## src/rtl/mem_arb_pkg.sv

```systemverilog
// mem_arb_pkg: shared encodings for the unified memory arbiter.
package mem_arb_pkg;
  typedef enum logic [1:0] {IDLE, BUSY, RESP} state_t;
  typedef enum logic {OWN_IF, OWN_D} owner_t;
  localparam logic [1:0] SZ_BYTE = 2'b00;
  localparam logic [1:0] SZ_HALF = 2'b01;
  localparam logic [1:0] SZ_WORD = 2'b10;
endpackage

```

## src/rtl/load_extend.sv

```systemverilog
// load_extend: size selection and sign/zero extension of raw right-aligned load data.
module load_extend
  import mem_arb_pkg::*;
#(
  parameter int DW = 32
) (
  input  logic [1:0]    size,
  input  logic          is_unsigned,
  input  logic [DW-1:0] raw,
  output logic [DW-1:0] data
);
  logic sb, sh;
  always_comb begin
    sb = !is_unsigned && raw[7];
    sh = !is_unsigned && raw[15];
    data = size == SZ_BYTE ? {{(DW-8){sb}}, raw[7:0]}
         : size == SZ_HALF ? {{(DW-16){sh}}, raw[15:0]} : raw;
  end
endmodule

```

## src/rtl/unified_mem_arbiter.sv

```systemverilog
// unified_mem_arbiter: shares one memory port between fetch and load/store, strict D priority.
// Define MEM_ARB_FAIRNESS_EN to force an IF grant after STARVE_MAX consecutive D grants.
module unified_mem_arbiter
  import mem_arb_pkg::*;
#(
  parameter int AW = 32,
  parameter int DW = 32
`ifdef MEM_ARB_FAIRNESS_EN
  , parameter int STARVE_MAX = 4
`endif
) (
  input  logic          clk,
  input  logic          reset,
  input  logic          if_req,
  input  logic [AW-1:0] if_addr,
  output logic          if_gnt,
  output logic          if_rvalid,
  output logic [DW-1:0] if_rdata,
  output logic          if_stall,
  input  logic          d_req,
  input  logic          d_we,
  input  logic [1:0]    d_size,
  input  logic          d_unsigned,
  input  logic [AW-1:0] d_addr,
  input  logic [DW-1:0] d_wdata,
  output logic          d_gnt,
  output logic          d_rvalid,
  output logic [DW-1:0] d_rdata,
  output logic          d_stall,
  output logic          mem_en,
  output logic          mem_we,
  output logic [1:0]    mem_size,
  output logic [AW-1:0] mem_addr,
  output logic [DW-1:0] mem_wdata,
  input  logic [DW-1:0] mem_rdata,
  input  logic          mem_ready
);
  state_t        state;
  owner_t        owner;
  logic          cap_uns;
  logic          force_if;
  logic [DW-1:0] ext_data;
`ifdef MEM_ARB_FAIRNESS_EN
  localparam int CW = $clog2(STARVE_MAX + 1);
  logic [CW-1:0] starve_cnt;
  assign force_if = if_req && starve_cnt == CW'(STARVE_MAX);
  always_ff @(posedge clk or negedge reset) begin
    if (!reset) starve_cnt <= '0;
    else if (if_gnt) starve_cnt <= '0;
    else if (d_gnt && if_req) starve_cnt <= starve_cnt + 1'b1;
  end
`else
  assign force_if = 1'b0;
`endif
  assign d_gnt = state == IDLE && d_req && !force_if;
  assign if_gnt = state == IDLE && if_req && (!d_req || force_if);
  assign if_stall = if_req && !if_rvalid;
  assign d_stall = d_req && !d_rvalid;
  load_extend #(.DW(DW)) u_ext (
    .size(mem_size),
    .is_unsigned(cap_uns),
    .raw(mem_rdata),
    .data(ext_data)
  );
  always_ff @(posedge clk or negedge reset) begin
    if (!reset) begin
      state <= IDLE;
      owner <= OWN_IF;
      cap_uns <= 1'b0;
      mem_en <= 1'b0;
      mem_we <= 1'b0;
      mem_size <= '0;
      mem_addr <= '0;
      mem_wdata <= '0;
      if_rvalid <= 1'b0;
      d_rvalid <= 1'b0;
      if_rdata <= '0;
      d_rdata <= '0;
    end else begin
      if_rvalid <= 1'b0;
      d_rvalid <= 1'b0;
      case (state)
        IDLE: if (d_gnt || if_gnt) begin
          state <= BUSY;
          owner <= d_gnt ? OWN_D : OWN_IF;
          cap_uns <= d_unsigned;
          mem_en <= 1'b1;
          mem_we <= d_gnt && d_we;
          mem_size <= d_gnt && d_size != 2'b11 ? d_size : SZ_WORD;
          mem_addr <= d_gnt ? d_addr : if_addr;
          mem_wdata <= d_gnt ? d_wdata : '0;
        end
        BUSY: if (mem_ready) begin
          state <= RESP;
          mem_en <= 1'b0;
          if (owner == OWN_D) begin
            d_rvalid <= 1'b1;
            d_rdata <= mem_we ? '0 : ext_data;
          end else begin
            if_rvalid <= 1'b1;
            if_rdata <= mem_rdata;
          end
        end
        default: state <= IDLE;
      endcase
    end
  end
endmodule

```

## config.mk

```make
export PLATFORM = sky130hd
export DESIGN_NAME = unified_mem_arbiter
export DESIGN_NICKNAME = d
export VERILOG_FILES = /design/src/rtl/mem_arb_pkg.sv /design/src/rtl/load_extend.sv /design/src/rtl/unified_mem_arbiter.sv
export SDC_FILE = /design/constraint.sdc
export NUM_CORES = 1
export LEC_CHECK = 0
export CAP_MARGIN = 15
export CORE_UTILIZATION = 37
export DETAILED_ROUTE_END_ITERATION = 6
export PLACE_DENSITY = 0.77
export SETUP_SLACK_MARGIN = 0.1
export SLEW_MARGIN = 15
export SYNTH_ARGS = -nofsm -noshare
export SYNTH_HDL_FRONTEND = slang
export SYNTH_SLANG_ARGS = --single-unit
export TNS_END_PERCENT = 100
```

## constraint.sdc

```tcl
create_clock -name clk -period 1.35 [get_ports clk]
set_input_delay 0.27 -clock clk [delete_from_list [all_inputs] [get_ports clk]]
set_output_delay 0.27 -clock clk [all_outputs]
set_load 0.02 [all_outputs]
```

Word-level counts from Yosys, hierarchy flattened
Cells that the tools add are included.

Reductions and logical operators: 22. Equality and inequality tests: 5. Mux-type cells: 19. Bitwise operators: 1.

Operator list (count): $mux 32 (5); $logic_and 1x1->1 (9); $mux 1 (9); $reduce_and 3->1 (3); $mux 2 (3); $eq 2x1->1 const B (2); $logic_not 1->1 (4); $logic_not 2->1 (2); $ne 2x2->1 const B (2); $pmux 2 s2 (1); $reduce_and 2->1 (2); $ne 2x1->1 const B (1); $pmux 1 s2 (1); $reduce_bool 2->1 (1); $logic_or 1x1->1 (1); $not 1->1 (1).

Register bits: 138. Logic and storage cells: 59. Output and inout bits: 138. Bits of input ports: 137.

Depth between registers and ports, before layout
Depth in word-level cells: 6. Mapped depth: 6. Depth with buffers taken out: 3.

Modules after synthesis
From an unflattened synthesis, not the netlist that was laid out.

Cells, all modules: 479. Area, all modules: 6112.1 µm².

Modules (own cells, without submodules): unified_mem_arbiter (times used 1, seq. area each 3453.3 µm², cells an instance 412, area each 5748.0 µm²); load_extend (times used 1, seq. area each 0.0 µm², cells an instance 67, area each 364.1 µm²).

Worst setup path before layout
No wires, ideal clock.

Path type: register to register. From: register mem_size[1]. To: register d_rdata[22]. Required time: 1.228 ns. Clock period less this slack: 1.487 ns. Library setup time: 0.122 ns. Cell stages (with the launch flop): 6. Data arrival time: 1.365 ns. Path buffers: 2. Setup slack: -0.137 ns. Cell sequence: dfrtp_1 -> buf_2 -> nor2_2 -> a21oi_2 -> buf_2 -> a32o_1.

Cells in the longest elaborated chain, start to end: 4. Elaborated cells on any way between the ends: 5. Those cells by class: eq/ne: 1; mux: 3; reduce/logical: 1.

RTL lines: from (decl) (RTL line unified_mem_arbiter.sv:32) `output logic [1:0] mem_size,`; from (signal assigned) (RTL line unified_mem_arbiter.sv:89) `mem_size <= d_gnt && d_size != 2'b11 ? d_size : SZ_WORD;`; $eq 2x1->1 (RTL line load_extend.sv:17) `: size == SZ_HALF ? {{(DW-16){sh}}, raw[15:0]} : raw;`; $mux 32 (RTL line load_extend.sv:17); $mux 32 (*) (RTL line load_extend.sv:16) `data = size == SZ_BYTE ? {{(DW-8){sb}}, raw[7:0]}`; $mux 32 (*) (RTL line unified_mem_arbiter.sv:98) `d_rdata <= mem_we ? '0 : ext_data;`; to (signal assigned) (RTL line unified_mem_arbiter.sv:98); to (decl) (RTL line unified_mem_arbiter.sv:28) `output logic [DW-1:0] d_rdata,`.

Every way passes the cells marked *; elsewhere a longest branch is shown, timed or not. A chain may end at the register's enable or synchronous reset.

Worst setup path in the final report
From: register state[1]. To: register if_rdata[15].

Cells in the longest elaborated chain, start to end: 2.

RTL lines: from (decl) (RTL line unified_mem_arbiter.sv:38) `state_t state;`; from (signal assigned) (RTL line unified_mem_arbiter.sv:67) `state <= IDLE;`; from (signal assigned) (RTL line unified_mem_arbiter.sv:84) `state <= BUSY;`; from (signal assigned) (RTL line unified_mem_arbiter.sv:94) `state <= RESP;`; $eq 2x1->1 (RTL line unified_mem_arbiter.sv:82) `case (state)`; $reduce_and 3->1 (no source line); to (signal assigned) (RTL line unified_mem_arbiter.sv:101) `if_rdata <= mem_rdata;`; to (decl) (RTL line unified_mem_arbiter.sv:18) `output logic [DW-1:0] if_rdata,`.

Every way passes these cells.

==> impl_metrics.csv <==
group,metric,value,unit
drt,wirelength,23.08,mm
timing,fin_crit,1.750,ns
yosys,ys_ff_latch,138,
outcome,violations,"negative setup slack",
clocking,htreeDepth,4,
setup_path,crit_family,"simple AND/OR/NAND/NOR gates",
setup_path,critPathKind,"reg2reg",
hold_path,hold_path_class,"in2async",
setup_path,path_common_cell,"buf_6",
clocking,clockRootBuffer,"clkbuf_16",
clocking,clkLatencyLatePin,0.42,ns
yosys,synth_top_cell_area_share,60.50,%
yosys,synth_most_common_cell,"dfrtp_1",
timing,maxSlewViolCount,0,
cells_and_area,areaGrowthSynthToFinish,97.04,%
pwr,p_leak,5.248,nW
clocking,max-clock-path-buffers,2,
clocking,cts_tree,"built",
floorplanning,die_area,15930,sq um
global_routing,grt.total_usage,26.12,%
timing,hold_viol_final,0,
clocking,clk_pin_slew,0.06,ns
drt,drtIter0Drc,330,
setup_path,cpPeakStageDelay,0.42,ns
cells_and_area,multiInputGateArea,2359,sq um
floorplanning,num_rows,45,
timing,worst_slew_pin_slew,0.3487,ns
cells_and_area,finalNonFillerCells,1048,
yosys,synth_top_cell_by_area,"dfrtp_1",
cells_and_area,drive_gt1_share,47.50,%
setup_path,cp_num_buf_inv,3,
setup_path,cp.required,1.65,ns
yosys,ys_types,31,
outcome,status,"complete, but fails checks",
drt,first_pass_iters,5,
drt,wl_per_cell,22.02,um
timing,finalSetupViolCount,137,
floorplanning,core,15150,sq um
global_routing,grt_pass1_wl,31.66,mm
setup_path,worst_setup_path_end_kind,"register",
global_routing,first_global_vias,5872,
floorplanning,initial_core_util,37.69,%
clocking,cts-buffers-inserted,17,
drt,vias_per_cell,5.553,
yosys,synth.avg_cell_area,13.12,sq um
pwr,power.density,2587,nW/um^2
setup_path,path_max_fanout,5,
flow_run,drv_cap,0,
place,gp_congestion,0.7885,
yosys,synth_edf_count,0,
yosys,syn-cell-area,5708,sq um
cells_and_area,final-seq-area,3458,sq um
yosys,synthArstFlopShare,100.0,%
cells_and_area,nets,983,
global_routing,met3_usage,6.797,%
yosys,synth_seq_area_share,60.50,%
setup_path,crit_chain,"buf_6 > nand3b_1 > nor2_4 > buf_6 > clkbuf_16 > mux2_4",
cells_and_area,post-route-util,74.26,%
timing,timing.hold.ws,0.3061,ns
timing,fmax,571.5,MHz
yosys,synth_commonest_cells,"138 x dfrtp_1, 49 x a32o_1, 33 x a22o_1, 33 x mux2_2, 32 x a221o_1",
yosys,synthCells,435,
setup_path,startpoint_type,"register",
floorplanning,dieHeight,126.2,um
global_routing,grt-ovfl-total,0,
setup_path,critical_path_arrival,2.05,ns
global_routing,grt_max_degree,42,
global_routing,grtUsageMet1,30.84,%
yosys,yosys_warnings,0,
timing,relSlewSlack,76.51,%
place,port_buffers,274,
place,dp_hpwl,13.10,mm
yosys,synth_nets,572,
timing,skew,0.01091,ns
timing,worst_slack,-0.3997,ns
global_routing,grtUsageMet2,43.58,%
drt,detail-route-antenna-nets,0,
drt,vias,5820,
global_routing,grt_antenna_before_repair,1,
drt,drc_errors,0,
yosys,ys.flop_type,"dfrtp_1",
floorplanning,num_io_pins,275,
setup_path,cp_slowest_cell,"dfrtp_2",
yosys,synth_area_leaders,"dfrtp_1 60%, a32o_1 8.6%, mux2_2 6.5%, a221o_1 5.6%, a22o_1 5.1%",
cells_and_area,n_fill_cell,946,
place,placed_cells,904,
floorplanning,die_w,126.2,um
global_routing,grt_most_used_layer,"met2",
timing,rsz0062_at_grt,"true",
pwr,ir_drop,1.449,mV
clocking,cts.sink_count,138,
timing,fin_crit_sh,129.6,%
final cells by class:
type                            instances  area share, %
Sequential cell                       138          30.75
Clock inverter                         11         0.8566
Multi-Input combinational cell        239          20.97
Inverter                               20         0.6897
Tap cell                              188          2.091
Timing Repair Buffer                  430          40.53
Clock buffer                           21          4.094
Antenna cell                            1        0.02225
routing by layer:
layer	vias up	wire, um
li1	2514	-
met1	2935	8727
met2	302	11770
met3	69	1601
met4	0	974
met5	-	0
power breakdown:
group / switching (W) / leakage [nW] / internal, W
combinational: 0.00746 / 3.28 / 0.00939
clock: 0.00180 / 0.261 / 0.00262
sequential: 0.00165 / 1.70 / 0.00616
total: 0.0109 / 5.25 / 0.0182
worst reg2reg max path: stages (launching register included):
cell and delay (ns):
dfrtp_2 0.42, buf_6 0.12, nand3b_1 0.25, nor2_4 0.22, buf_6 0.16, clkbuf_16 0.16, mux2_4 0.30
through the flow:
step	instance area, sq um	setup TNS, ns	setup WS (ns)	power (W)
finish	11250	-31.48	-0.3997	0.02909
global placement	9012	-61.52	-0.6579	0.01937
detailed placement	9012	-64.33	-0.6465	0.01977
CTS	9899	-24.50	-0.3412	0.02530
floorplan	5831	-3.743	-0.09190	0.01375
global route	11250	-36.12	-0.4142	0.03027
flip-flops by register name (all words and copies together) (netlist names):
| register | cells |
|---|---|
| owner | 1 |
| state | 2 |
| mem_addr | 32 |
| if_rvalid | 1 |
| mem_wdata | 32 |
| mem_we | 1 |
| d_rdata | 32 |
| mem_size | 2 |
| d_rvalid | 1 |
| mem_en | 1 |
| if_rdata | 32 |
| cap_uns | 1 |
placed cells by master, fill, tap and decap left out, types with 2 or more instances in the layout:
master           Yosys  layout
nor2_4               1       5
buf_12               0      15
a21oi_1             16      15
o31ai_4              0       2
a221o_1             32      32
o21ai_1              0       5
nand2_4              0      10
nand2b_1            11      10
a32o_2               0       2
clkinvlp_4           0       5
nor2_1               6       3
buf_6                1     125
buf_16               0       6
nand2_1             19       2
clkdlybuf4s50_1      0     133
a22o_1              33      33
clkbuf_16            0      27
dfrtp_1            138     134
clkinv_2             0       4
dfrtp_2              0       4
inv_1               19      19
o21ai_0             16       7
clkbuf_1            17       2
nor2b_1              2       2
a32o_1              49      47
clkbuf_8             0       2
o21ai_2              1       4
buf_4                4     119
buf_8                0       6
nand2_2              0       7
o31ai_2              0       5
buf_2               16      12
mux2_4               0      33
nand3b_1             2       2
dlygate4sd2_1        0       2
cell families (layout without fill, tap and decap cells):
kind of cell | after synthesis | count (layout) | synth area share (%)
multiplexers | 33 | 33 | 6.510
flip-flops | 138 | 138 | 60.50
AO/OA/AOI/OAI | 158 | 158 | 23.74
AND/OR/NAND/NOR | 48 | 48 | 4.691
other | 0 | 1 | 0
buffers and inverters | 58 | 482 | 4.559
repair_timing:
action	CTS	global route
setup buffers	53	39
endpoints found under the setup margin	272	256
hold buffers	1	0
cloned	7	14
pin swaps	4	22
resized for setup	694	237
hold endpoints to repair	28	0
path summary, 6_finish.rpt:
kind,start,to,slack [ns],cells after the start
max,state[1],if_rdata[15],-0.40,6
max reg2reg,state[1],if_rdata[15],-0.40,6
max in group asynchronous,reset,if_rdata[3],0.50,3
min in group clk,d_size[1],mem_size[1],0.42,3
min reg2reg,d_rdata[28],d_rdata[28],0.49,1
min,reset,if_rdata[5],0.31,2
Power figures use the tool's default switching activity.
